$ cat src/rtl/stage_writeback_if.sv
// ----------------------------------------------------------------------------
// stage_writeback_if
//   Handshake bundle between the memory stage (master) and the writeback
//   stage (slave). The master presents one instruction at a time. A transfer
//   happens in a cycle where in_valid & in_ready are both high.
//
//   in_valid        master -> slave  instruction present
//   in_ready        slave  -> master writeback can accept
//   in_instr        master -> slave  instruction word, 32'h0 = no-op
//   in_rd           master -> slave  destination register
//   in_wen          master -> slave  instruction writes in_rd
//   in_is_load      master -> slave  result comes from the memory response
//   in_load_size    master -> slave  00 word, 01 half, 10 byte, 11 word
//   in_load_signed  master -> slave  sign-extend sub-word loads
//   in_result       master -> slave  ALU result for non-load instructions
// ----------------------------------------------------------------------------
interface stage_writeback_if;
  logic        in_valid;
  logic        in_ready;
  logic [31:0] in_instr;
  logic [4:0]  in_rd;
  logic        in_wen;
  logic        in_is_load;
  logic [1:0]  in_load_size;
  logic        in_load_signed;
  logic [31:0] in_result;

  modport master (
    output in_valid, in_instr, in_rd, in_wen, in_is_load,
           in_load_size, in_load_signed, in_result,
    input  in_ready
  );

  modport slave (
    input  in_valid, in_instr, in_rd, in_wen, in_is_load,
           in_load_size, in_load_signed, in_result,
    output in_ready
  );
endinterface

$ cat src/rtl/stage_writeback.sv
// ----------------------------------------------------------------------------
// stage_writeback
//   Final pipeline stage and sole writer of the register file write port.
//   ALU results retire one cycle after acceptance. A load parks in WAIT_LOAD
//   until mem_rsp_valid, holding off upstream (in_ready=0) and exposing its
//   destination on busy_valid/busy_reg for hazard stalls.
//
// Ports
//   clk                  clock, all state changes on posedge
//   rst                  synchronous active-low reset (0 = reset)
//   up                   stage_writeback_if.slave, instruction handshake
//   mem_rsp_valid        load data valid, one-cycle pulse
//   mem_rsp_data         load data, addressed byte/half in the low bits
//   write_reg            register file write address (holds when not writing)
//   reg_file_write_data  register file write data (holds when not writing)
//   reg_file_write_en    register file write strobe
//   wb_ireg_out          instruction retired this cycle, 0 if none
//   busy_valid           load pending with nonzero, enabled destination
//   busy_reg             destination of pending load, 0 in IDLE
//   rsp_unexpected       sticky flag: response seen while not waiting
//
// Configuration
//   WB_BYPASS_EN  adds bypass_valid/bypass_reg/bypass_data: combinational
//                 copies of the write that will land on the next edge.
// ----------------------------------------------------------------------------
module stage_writeback (
  input  logic                clk,
  input  logic                rst,
  stage_writeback_if.slave    up,
  input  logic                mem_rsp_valid,
  input  logic [31:0]         mem_rsp_data,
  output logic [4:0]          write_reg,
  output logic [31:0]         reg_file_write_data,
  output logic                reg_file_write_en,
  output logic [31:0]         wb_ireg_out,
  output logic                busy_valid,
  output logic [4:0]          busy_reg,
  output logic                rsp_unexpected
`ifdef WB_BYPASS_EN
  ,
  output logic                bypass_valid,
  output logic [4:0]          bypass_reg,
  output logic [31:0]         bypass_data
`endif
);

  typedef enum logic [0:0] {
    IDLE      = 1'b0,
    WAIT_LOAD = 1'b1
  } state_t;

  state_t      state;
  state_t      state_nxt;

  // Fields of the load currently waiting for its response.
  logic [31:0] ld_instr;
  logic [4:0]  ld_rd;
  logic        ld_wen;
  logic [1:0]  ld_size;
  logic        ld_signed;

  // Retirement computed this cycle, registered onto the write port next edge.
  logic        ret_fire;
  logic        ret_wr;
  logic [4:0]  ret_rd;
  logic [31:0] ret_data;
  logic [31:0] ret_instr;
  logic        capture_load;
  logic        flag_rsp;

  // Selects the addressed byte/half and extends it to 32 bits.
  function automatic logic [31:0] format_load(input logic [31:0] d,
                                              input logic [1:0]  size,
                                              input logic        sgn);
    case (size)
      2'b01:   return {{16{sgn & d[15]}}, d[15:0]};
      2'b10:   return {{24{sgn & d[7]}},  d[7:0]};
      default: return d;
    endcase
  endfunction

  assign up.in_ready = (state == IDLE);
  assign busy_valid  = (state == WAIT_LOAD) && ld_wen && (ld_rd != 5'd0);
  assign busy_reg    = (state == WAIT_LOAD) ? ld_rd : 5'd0;

  // NOTE: every signal driven here gets a default first, so no path through
  // the case statement can leave one unassigned and infer a latch.
  always_comb begin
    state_nxt    = state;
    ret_fire     = 1'b0;
    ret_wr       = 1'b0;
    ret_rd       = 5'd0;
    ret_data     = 32'd0;
    ret_instr    = 32'd0;
    capture_load = 1'b0;
    flag_rsp     = 1'b0;

    case (state)
      IDLE: begin
        // Responses are only meaningful while a load is waiting.
        flag_rsp = mem_rsp_valid;
        // A zero instruction word is a bubble regardless of its other fields.
        if (up.in_valid && (up.in_instr != 32'd0)) begin
          if (up.in_is_load) begin
            capture_load = 1'b1;
            state_nxt    = WAIT_LOAD;
          end else begin
            ret_fire  = 1'b1;
            ret_wr    = up.in_wen && (up.in_rd != 5'd0);
            ret_rd    = up.in_rd;
            ret_data  = up.in_result;
            ret_instr = up.in_instr;
          end
        end
      end
      WAIT_LOAD: begin
        // in_valid is deliberately ignored here; upstream holds its data.
        if (mem_rsp_valid) begin
          ret_fire  = 1'b1;
          ret_wr    = ld_wen && (ld_rd != 5'd0);
          ret_rd    = ld_rd;
          ret_data  = format_load(mem_rsp_data, ld_size, ld_signed);
          ret_instr = ld_instr;
          state_nxt = IDLE;
        end
      end
      default: state_nxt = IDLE;
    endcase
  end

  // NOTE: sequential state uses non-blocking assignments so every flop
  // samples the pre-edge values, independent of statement order.
  always_ff @(posedge clk) begin
    if (!rst) begin
      state               <= IDLE;
      // NOTE: the latched load fields are plain flops, so they are cleared
      // too; a reset discards any pending load completely.
      ld_instr            <= 32'd0;
      ld_rd               <= 5'd0;
      ld_wen              <= 1'b0;
      ld_size             <= 2'd0;
      ld_signed           <= 1'b0;
      write_reg           <= 5'd0;
      reg_file_write_data <= 32'd0;
      reg_file_write_en   <= 1'b0;
      wb_ireg_out         <= 32'd0;
      rsp_unexpected      <= 1'b0;
    end else begin
      state             <= state_nxt;
      reg_file_write_en <= ret_wr;
      wb_ireg_out       <= ret_fire ? ret_instr : 32'd0;
      if (capture_load) begin
        ld_instr  <= up.in_instr;
        ld_rd     <= up.in_rd;
        ld_wen    <= up.in_wen;
        ld_size   <= up.in_load_size;
        ld_signed <= up.in_load_signed;
      end
      // Address and data only move on an actual write.
      if (ret_wr) begin
        write_reg           <= ret_rd;
        reg_file_write_data <= ret_data;
      end
      if (flag_rsp) begin
        rsp_unexpected <= 1'b1;
      end
    end
  end

`ifdef WB_BYPASS_EN
  assign bypass_valid = ret_wr;
  assign bypass_reg   = ret_rd;
  assign bypass_data  = ret_data;
`endif

endmodule

$ cat src/flat_wrapper.sv
// flat-port wrapper written by rule: the top's interface ports become plain ports
module stage_writeback_flat 
  (clk, rst, mem_rsp_valid, mem_rsp_data, write_reg, reg_file_write_data, reg_file_write_en, wb_ireg_out, busy_valid, busy_reg, rsp_unexpected, up_in_valid, up_in_instr, up_in_rd, up_in_wen, up_in_is_load, up_in_load_size, up_in_load_signed, up_in_result, up_in_ready);
  stage_writeback_if up_i ();
  input  logic clk;
  input  logic rst;
  input  logic mem_rsp_valid;
  input  logic [31:0] mem_rsp_data;
  output logic [4:0] write_reg;
  output logic [31:0] reg_file_write_data;
  output logic reg_file_write_en;
  output logic [31:0] wb_ireg_out;
  output logic busy_valid;
  output logic [4:0] busy_reg;
  output logic rsp_unexpected;
  input wire logic [$bits(up_i.in_valid)-1:0] up_in_valid;
  input wire logic [$bits(up_i.in_instr)-1:0] up_in_instr;
  input wire logic [$bits(up_i.in_rd)-1:0] up_in_rd;
  input wire logic [$bits(up_i.in_wen)-1:0] up_in_wen;
  input wire logic [$bits(up_i.in_is_load)-1:0] up_in_is_load;
  input wire logic [$bits(up_i.in_load_size)-1:0] up_in_load_size;
  input wire logic [$bits(up_i.in_load_signed)-1:0] up_in_load_signed;
  input wire logic [$bits(up_i.in_result)-1:0] up_in_result;
  output wire logic [$bits(up_i.in_ready)-1:0] up_in_ready;
  assign up_i.in_valid = up_in_valid;
  assign up_i.in_instr = up_in_instr;
  assign up_i.in_rd = up_in_rd;
  assign up_i.in_wen = up_in_wen;
  assign up_i.in_is_load = up_in_is_load;
  assign up_i.in_load_size = up_in_load_size;
  assign up_i.in_load_signed = up_in_load_signed;
  assign up_i.in_result = up_in_result;
  assign up_in_ready = up_i.in_ready;
  stage_writeback u_core (.clk(clk), .rst(rst), .up(up_i), .mem_rsp_valid(mem_rsp_valid), .mem_rsp_data(mem_rsp_data), .write_reg(write_reg), .reg_file_write_data(reg_file_write_data), .reg_file_write_en(reg_file_write_en), .wb_ireg_out(wb_ireg_out), .busy_valid(busy_valid), .busy_reg(busy_reg), .rsp_unexpected(rsp_unexpected));
endmodule
$ cat config.mk
export PLATFORM = sky130hd
export DESIGN_NAME = stage_writeback_flat
export DESIGN_NICKNAME = d
export VERILOG_FILES = /design/src/rtl/stage_writeback_if.sv /design/src/rtl/stage_writeback.sv /design/src/flat_wrapper.sv
export SDC_FILE = /design/constraint.sdc
export NUM_CORES = 1
export LEC_CHECK = 0
export ABC_AREA = 1
export CORE_UTILIZATION = 45
export CTS_CLUSTER_SIZE = 12
export DETAILED_ROUTE_END_ITERATION = 6
export MAX_ROUTING_LAYER = met4
export PLACE_DENSITY = 0.8
export SYNTH_ARGS = -nofsm -noshare
export SYNTH_HDL_FRONTEND = slang
export SYNTH_SLANG_ARGS = --single-unit
$ cat constraint.sdc
create_clock -name clk -period 2.44 [get_ports clk]
set_input_delay 0.732 -clock clk [delete_from_list [all_inputs] [get_ports clk]]
set_output_delay 0.732 -clock clk [all_outputs]
set_load 0.01 [all_outputs]
Yosys cells after proc, flatten, opt, wreduce, memory -nomap -nowiden. Cells that the tools add are included.

Register bits: 113. Input port bits: 110. Output and inout bits: 78. Word-level logic and storage cells: 53.

Equality and inequality tests: 2. Muxes and demuxes: 28. Bitwise gates (word level): 3. Reduce and logical (&&, ||, !) cells: 9.

Operator list (number): 32-bit 2-to-1 mux (6); 32-bit case mux with 2 select lines (3); 32-bit nonzero test (1); 5-bit 2-to-1 mux (4); 1-bit 2-to-1 mux (11); 5-bit case mux with 2 select lines (1); 5-bit nonzero test (2); 1-bit case mux with 2 select lines (3); 1-bit logical AND (5); 1-bit bitwise AND (2); 2-bit by 1-bit == test with 1-bit output (second input constant) (1); 2-bit == test (second input constant) (1); 2-bit AND reduction (1); 1-bit inverter (1).

Depth between registers and ports, before layout. Gate-level depths: netlist of the first run.

Depth in word-level cells: 5. Gate-level depth with buffers: 12. Gate-level depth less buffers: 11.

Least setup slack after synthesis of the first run. OpenSTA, ideal clock, no wires.

Kind: input -> register. Start point: in up_in_instr[18]. End point: reg u_core.ld_instr[29]. Setup time: 0.128 ns. Data arrival time: 1.699 ns. Path slack: 0.613 ns. Cell stages on the path: 11. Path buffers: 2. Cells stage by stage: nor2_1 > and2_1 > nand2_1 > nor2_2 > nand2_4 > nand4_2 > buf_4 > buf_4 > nand2_1 > o21ai_0 > nor2_1.

Cells in the longest elaborated chain, start to end: 4.

Ends and longest elaborated chain: start, declared (RTL line flat_wrapper.sv:17) `input wire logic [$bits(up_i.in_instr)-1:0] up_in_instr;`; 32-bit nonzero test (RTL line stage_writeback.sv:103) `if (up.in_valid && (up.in_instr != 32'd0)) begin`; 1-bit logical AND (RTL line stage_writeback.sv:103); 1-bit 2-to-1 mux (RTL line stage_writeback.sv:103); 1-bit 2-to-1 mux (RTL line stage_writeback.sv:98) `case (state)`; end signal, assigned (RTL line stage_writeback.sv:153) `ld_instr <= up.in_instr;`; end, declared (RTL line stage_writeback.sv:56) `logic [31:0] ld_instr;`.

Every way passes these cells. A chain may end at the register's enable or synchronous reset.

Worst setup path after layout of the first run.
Start point: reg u_core.state. End point: out busy_reg[1].

Cells in the longest elaborated chain, start to end: 1.

Ends and longest elaborated chain: start, declared (RTL line stage_writeback.sv:52) `state_t state;`; start signal, assigned (RTL line stage_writeback.sv:149) `state <= state_nxt;`; 5-bit 2-to-1 mux (RTL line stage_writeback.sv:84) `assign busy_reg = (state == WAIT_LOAD) ? ld_rd : 5'd0;`; end, declared (RTL line flat_wrapper.sv:14) `output logic [4:0] busy_reg;`.

Every way passes these cells.

==> out/results.tsv, run 1 <==
metric	value	unit
initial_core_util	46.57	%
wl_per_cell	14.34	µm
rsz0062_at_grt	no	
hpwl	11080	µm
synth_area	0.005340	mm²
slowest_stage	clkdlybuf4s50_1	
n_antenna_cell	0	
min_path_type	reg -> reg	
use_met3	6.561	%
final.period_utilization	92.15	%
crit_required	1710	ps
relSlewSlack	69.63	%
final_cell_count_no_fill	1141	
drc_errors	0	
hp-start	u_core.ld_instr[10]	
finalSetupViolCount	0	
grt-ovfl-total	0	
power_density	633.0	mW/mm²
numCtsBuffers	17	
cts.path.max_buffers	2	
die_x	110.9	µm
p_leak	3.531	nW
fillers	921	
numPortBuffers	187	
cts_setup_buffers	0	
clock-skew-final	10.16	ps
cp_max_fo	8	
avgSynthCellArea	6.829	µm²
vias	5792	
arrival	1520	ps
postCtsResizedCells	0	
drv_slew	0	
fmax	444.8	MHz
rows	39	
wirelength	16370	µm
cts.clk_slew.worst_paths	60	ps
viasPerCell	5.076	
reg_top3	u_core.ld_instr (32), u_core.reg_file_write_data (32), u_core.wb_ireg_out (32)	
drt_iter0_drc	434	
nets	1097	
placed_cells	1109	
busiest_layer	met2	
drive_gt1_share	10.02	%
synth_cells	782	
met1_usage	33.48	%
clkLatencyLatePin	400	ps
final_hold_viol_count	0	
fin_ws	191.6	ps
design_area	0.008183	mm²
die-area	0.01231	mm²
cap_violations	0	
rr_startpoint	u_core.state	
layout_commonest_cell	clkdlybuf4s50_1	
clock-sinks	113	
use_met2	43.93	%
antenna_found_initial	0	
first_global_vias	5460	
yosys_register_bits	113	
htree_levels	4	
syn_nets	894	
worst_slew_pin_slew	455.6	ps
period_needed	2248	ps
synth_cell_types	27	
area_growth	53.23	%
dr.pass1.iters	5	
ys_seq_area_share	42.36	%
layout_common_cells	clkdlybuf4s50_1, nand2_1, dfxtp_1, nor2_1, inv_1	
final_util	71.36	%
placed_area	0.007592	mm²
routabilityCongestion	0.8267	
cts_root_buf	clkbuf_16	
coreArea	0.01147	mm²
crit_start	u_core.state	
cp_cell_sequence	nand2_1, inv_1, clkdlybuf4s50_1	
pre_cts_ws	-180.0	ps
ioPinCount	188	
startpoint_type	flip-flop	
crit_type	reg -> out	
ant_nets	0	
cts_tree	done	
grt_usage	27.58	%
outcome	finished clean	
die_height	110.9	µm
vdd_ir_drop_max	499.3	µV
holdWs	443.9	ps
cts_hold_buf	0	
grt_max_degree	43	
cp_slowest_stage_delay	550	ps
worstSetupEndpointType	primary output	
grt_pass1_wl	26570	µm
yosys_warnings	0	
cell usage after synthesis:
cell type	count	share of area, %
a21oi_1	80	7.5
and2_1	2	0.23
buf_1	3	0.21
buf_2	24	2.2
buf_4	10	1.4
buf_6	4	0.84
clkbuf_1	17	1.2
clkinv_1	1	0.070
dfxtp_1	113	42
ha_1	2	0.47
inv_1	83	5.8
inv_2	3	0.21
nand2_1	170	12
nand2_2	1	0.12
nand2_4	1	0.21
nand3_1	52	4.9
nand3_4	1	0.33
nand3b_1	24	3.4
nand4_1	14	1.6
nand4_2	2	0.47
nor2_1	90	6.3
nor2_2	2	0.23
nor3_1	1	0.094
o21ai_0	69	6.5
o21ai_1	10	0.94
o21bai_1	2	0.28
or2_2	1	0.12
report_power, final:
part           switching (W)  leakage, nW  internal, W
registers          0.0000439        0.922      0.00193
clock network       0.000914        0.277      0.00152
logic               0.000370         2.33     0.000404
total                0.00133         3.53      0.00385
final cells by class:
type | instances | area, µm² | area share [%]
clock buffers | 18 | 429.2 | 5.245
well taps | 143 | 178.9 | 2.187
repair buffers | 242 | 2382 | 29.11
multi-input cells | 524 | 2445 | 29.88
flip-flops and latches | 113 | 2263 | 27.66
clock inverters | 14 | 157.7 | 1.927
inverters | 87 | 326.6 | 3.991
kinds of logic after synthesis:
logic type / count (synthesis) / share of synthesized area [%]
flip-flops: 113 / 42.36
AO/OA/AOI/OAI: 161 / 15.18
buffers and inverters: 145 / 12.02
adder cells (fa/ha/maj): 2 / 0.4685
AND/OR/NAND/NOR: 361 / 29.97
per-stage QoR:
step           TNS, ps  power, W
2_1_floorplan        0  0.002365
3_3_place_gp    -12420  0.002767
3_5_place_dp    -14380  0.002776
4_1_cts              0  0.005204
5_1_grt              0  0.005377
6_report             0  0.005180
critical path: cells and delay by family (launching register included):
family / cells / cell delay, ps
buffers and inverters: 2 / 620
flip-flops: 1 / 420
AND/OR/NAND/NOR: 1 / 70
per-layer routing:
metal / vias up / share of wire [%]
met5: - / 0
met4: 0 / 3.0
met3: 37 / 6.3
met2: 212 / 47
met1: 2639 / 44
li1: 2904 / -
worst paths after layout:
kind,slack (ps),to,cells past startpoint
worst min-delay path,440,u_core.ld_instr[10],2
worst max-delay path,190,busy_reg[1],3
worst max register to register,730,u_core.reg_file_write_data[29],8
worst min register to register,440,u_core.ld_instr[10],2
(Power assumes the default switching activity.)
==> inputs of run 2 (changes only) <==
Settings changed: PLACE_DENSITY 0.8 to 0.81.
Clock period 2.44 ns to 2.8 ns, I/O delays scaled along.
==> run 2 against run 1 <==
Net effect:
- sequential power down 13%
- clock power about the same
- flip-flop and latch count did not move
- critical path depth rose by 2
- clock skew hardly changed
- critical endpoint is now busy_valid
- highest routed layer unchanged
==> out/results.tsv, run 2 (synthesis results as in run 1) <==
metric	value	unit	change
initial_core_util	46.57	%	unchanged
grt_usage	26.94	%	was 27.58%
area_growth	48.95	%	was 53.23%
drive_gt1_share	6.646	%	was 10.02%
ff2ff_path_depth	7		was 8
numPortBuffers	187		unchanged
arrival	1670	ps	was 1520 ps
power_density	597.8	mW/mm²	was 633.0 mW/mm²
clkLatencyLatePin	410	ps	was 400 ps
first_global_vias	5343		was 5,460
worstSetupEndpointType	primary output		unchanged
pre_cts_ws	105.8	ps	was -180.0 ps
drt_iter0_drc	457		was 434
startpoint_type	flip-flop		unchanged
cts_root_buf	clkbuf_16		unchanged
die_x	110.9	µm	unchanged
drc_errors	0		unchanged
crit_required	1960	ps	was 1710 ps
cap_violations	0		unchanged
cts.clk_slew.worst_paths	60	ps	about the same
reg_top3	u_core.ld_instr (32), u_core.reg_file_write_data (32), u_core.wb_ireg_out (32)		unchanged
hp-start	u_core.ld_instr[13]		was u_core.ld_instr[10]
final.period_utilization	89.63	%	
cts.path.max_buffers	2		unchanged
rsz0062_at_grt	no		unchanged
fin_setup_tns	0	ps	unchanged
regToRegSetupSlack	730	ps	about the same
routabilityCongestion	0.8420		was 0.8267
grt_pass1_wl	26100	µm	was 26,570 µm
htree_levels	4		unchanged
die_height	110.9	µm	unchanged
vias	5726		was 5,792
cts_tree	done		unchanged
rr_startpoint	u_core.state		unchanged
rows	39		unchanged
holdPathEnd	u_core.ld_instr[13]		was u_core.ld_instr[10]
final_util	69.36	%	was 71.36%
layout_common_cells	clkdlybuf4s50_1, nand2_1, dfxtp_1, nor2_1, inv_1		unchanged
layout_commonest_cell	clkdlybuf4s50_1		unchanged
p_leak	3.366	nW	was 3.531 nW
ant_nets	0		unchanged
coreArea	0.01147	mm²	unchanged
outcome	finished clean		unchanged
hpwl	10470	µm	was 11,080 µm
nets	1062		was 1,097
cts_hold_buf	0		unchanged
clock-sinks	113		unchanged
crit_type	reg -> out		unchanged
n_antenna_cell	0		unchanged
finalSetupViolCount	0		unchanged
cts_setup_buffers	0		unchanged
r2r_end	u_core.reg_file_write_data[31]		was u_core.reg_file_write_data[29]
cp_max_fo	3		was 8
die-area	0.01231	mm²	unchanged
period_needed	2510	ps	
postCtsResizedCells	0		unchanged
clock-skew-final	10.46	ps	was 10.16 ps
dr.pass1.iters	4		was 5
wirelength	16230	µm	was 16,370 µm
drv_slew	0		unchanged
min_path_cells	2		unchanged
viasPerCell	5.177		was 5.076
final_hold_viol_count	0		unchanged
fmax	398.5	MHz	
grt-ovfl-total	0		unchanged
relSlewSlack	44.49	%	was 69.63%
grt_max_degree	75		was 43
min_path_type	reg -> reg		unchanged
antenna_found_initial	0		unchanged
vdd_ir_drop_max	416.4	µV	was 499.3 µV
ioPinCount	188		unchanged
wl_per_cell	14.67	µm	was 14.34 µm
fin_ws	290.5	ps	was 191.6 ps
worst_slew_pin_slew	832.7	ps	was 455.6 ps
numCtsBuffers	17		unchanged
-- run 2: cell count changes in the layout (fill, tap and decap cells not counted) --
| cell | before | now |
|---|---|---|
| dfxtp_2 | 1 | 0 |
| bufinv_16 | 2 | 5 |
| buf_4 | 47 | 15 |
| dfxtp_1 | 112 | 113 |
| clkinvlp_4 | 3 | 2 |
| clkbuf_8 | 0 | 2 |
| inv_6 | 3 | 1 |
| dlymetal6s2s_1 | 1 | 0 |
| clkinv_4 | 5 | 3 |
| buf_12 | 8 | 5 |
| clkdlybuf4s50_1 | 185 | 186 |
-- run 2: critical path: stages, from the launching register on --
cell	delay, ps
dfxtp_1	320
nor3_1	200
nand3_1	120
nand3_1	80
inv_1	50
clkdlybuf4s50_1	490
-- run 2: how the worst max path moves through the flow --
stage	startpoint	to	slack, ps	cells past startpoint
final	u_core.ld_rd[2]	busy_valid	290	5
after global routing	u_core.state	busy_valid	200	3
after CTS	u_core.ld_rd[2]	busy_valid	280	5
after detailed placement	up_in_instr[15]	u_core.reg_file_write_data[21]	110	12
after global placement	mem_rsp_valid	u_core.reg_file_write_data[16]	130	9
after floorplan	up_in_instr[18]	u_core.ld_instr[29]	870	11
-- run 2: metal layers --
metal,GRT usage (%),up-vias,routed length (µm)
li1,-,2834,-
met3,5.850,23,1126
met4,6.578,0,237
met1,33.90,2633,7021
met5,-,-,0
met2,44.06,236,7843
-- run 2: per-stage QoR --
stage                     instances  instance area [µm²]  total power, W  hold WS [ps]
after floorplan                 782                 5340        0.002061         423.7
after global placement         1074                 7292        0.002367         432.1
after detailed placement       1074                 7292        0.002376         435.0
after CTS                      1106                 7954        0.004780         443.2
after global routing           1106                 7954        0.004932         467.4
final                          1106                 7954        0.004755         441.7
-- run 2: layout make-up --
class	instances	area, µm²
Fill cell	950	3513
Multi-Input combinational cell	524	2445
Sequential cell	113	2262
Timing Repair Buffer	207	2079
Clock buffer	20	456.7
Inverter	87	326.6
Clock inverter	12	205.2
Tap cell	143	178.9
-- run 2: power by group --
group	switching, W	leakage [nW]	internal, W
Sequential	0.0000375	0.922	0.00168
Clock	0.000771	0.317	0.00163
Combinational	0.000314	2.13	0.000317
Total	0.00112	3.37	0.00363
==> inputs of run 3 (changes only) <==
Settings changed: CAP_MARGIN set to 20, GPL_ROUTABILITY_DRIVEN set to 0, SLEW_MARGIN set to 20.
==> results of run 3 <==
The final DEF is identical to that of run 2; final timing and power are the same.
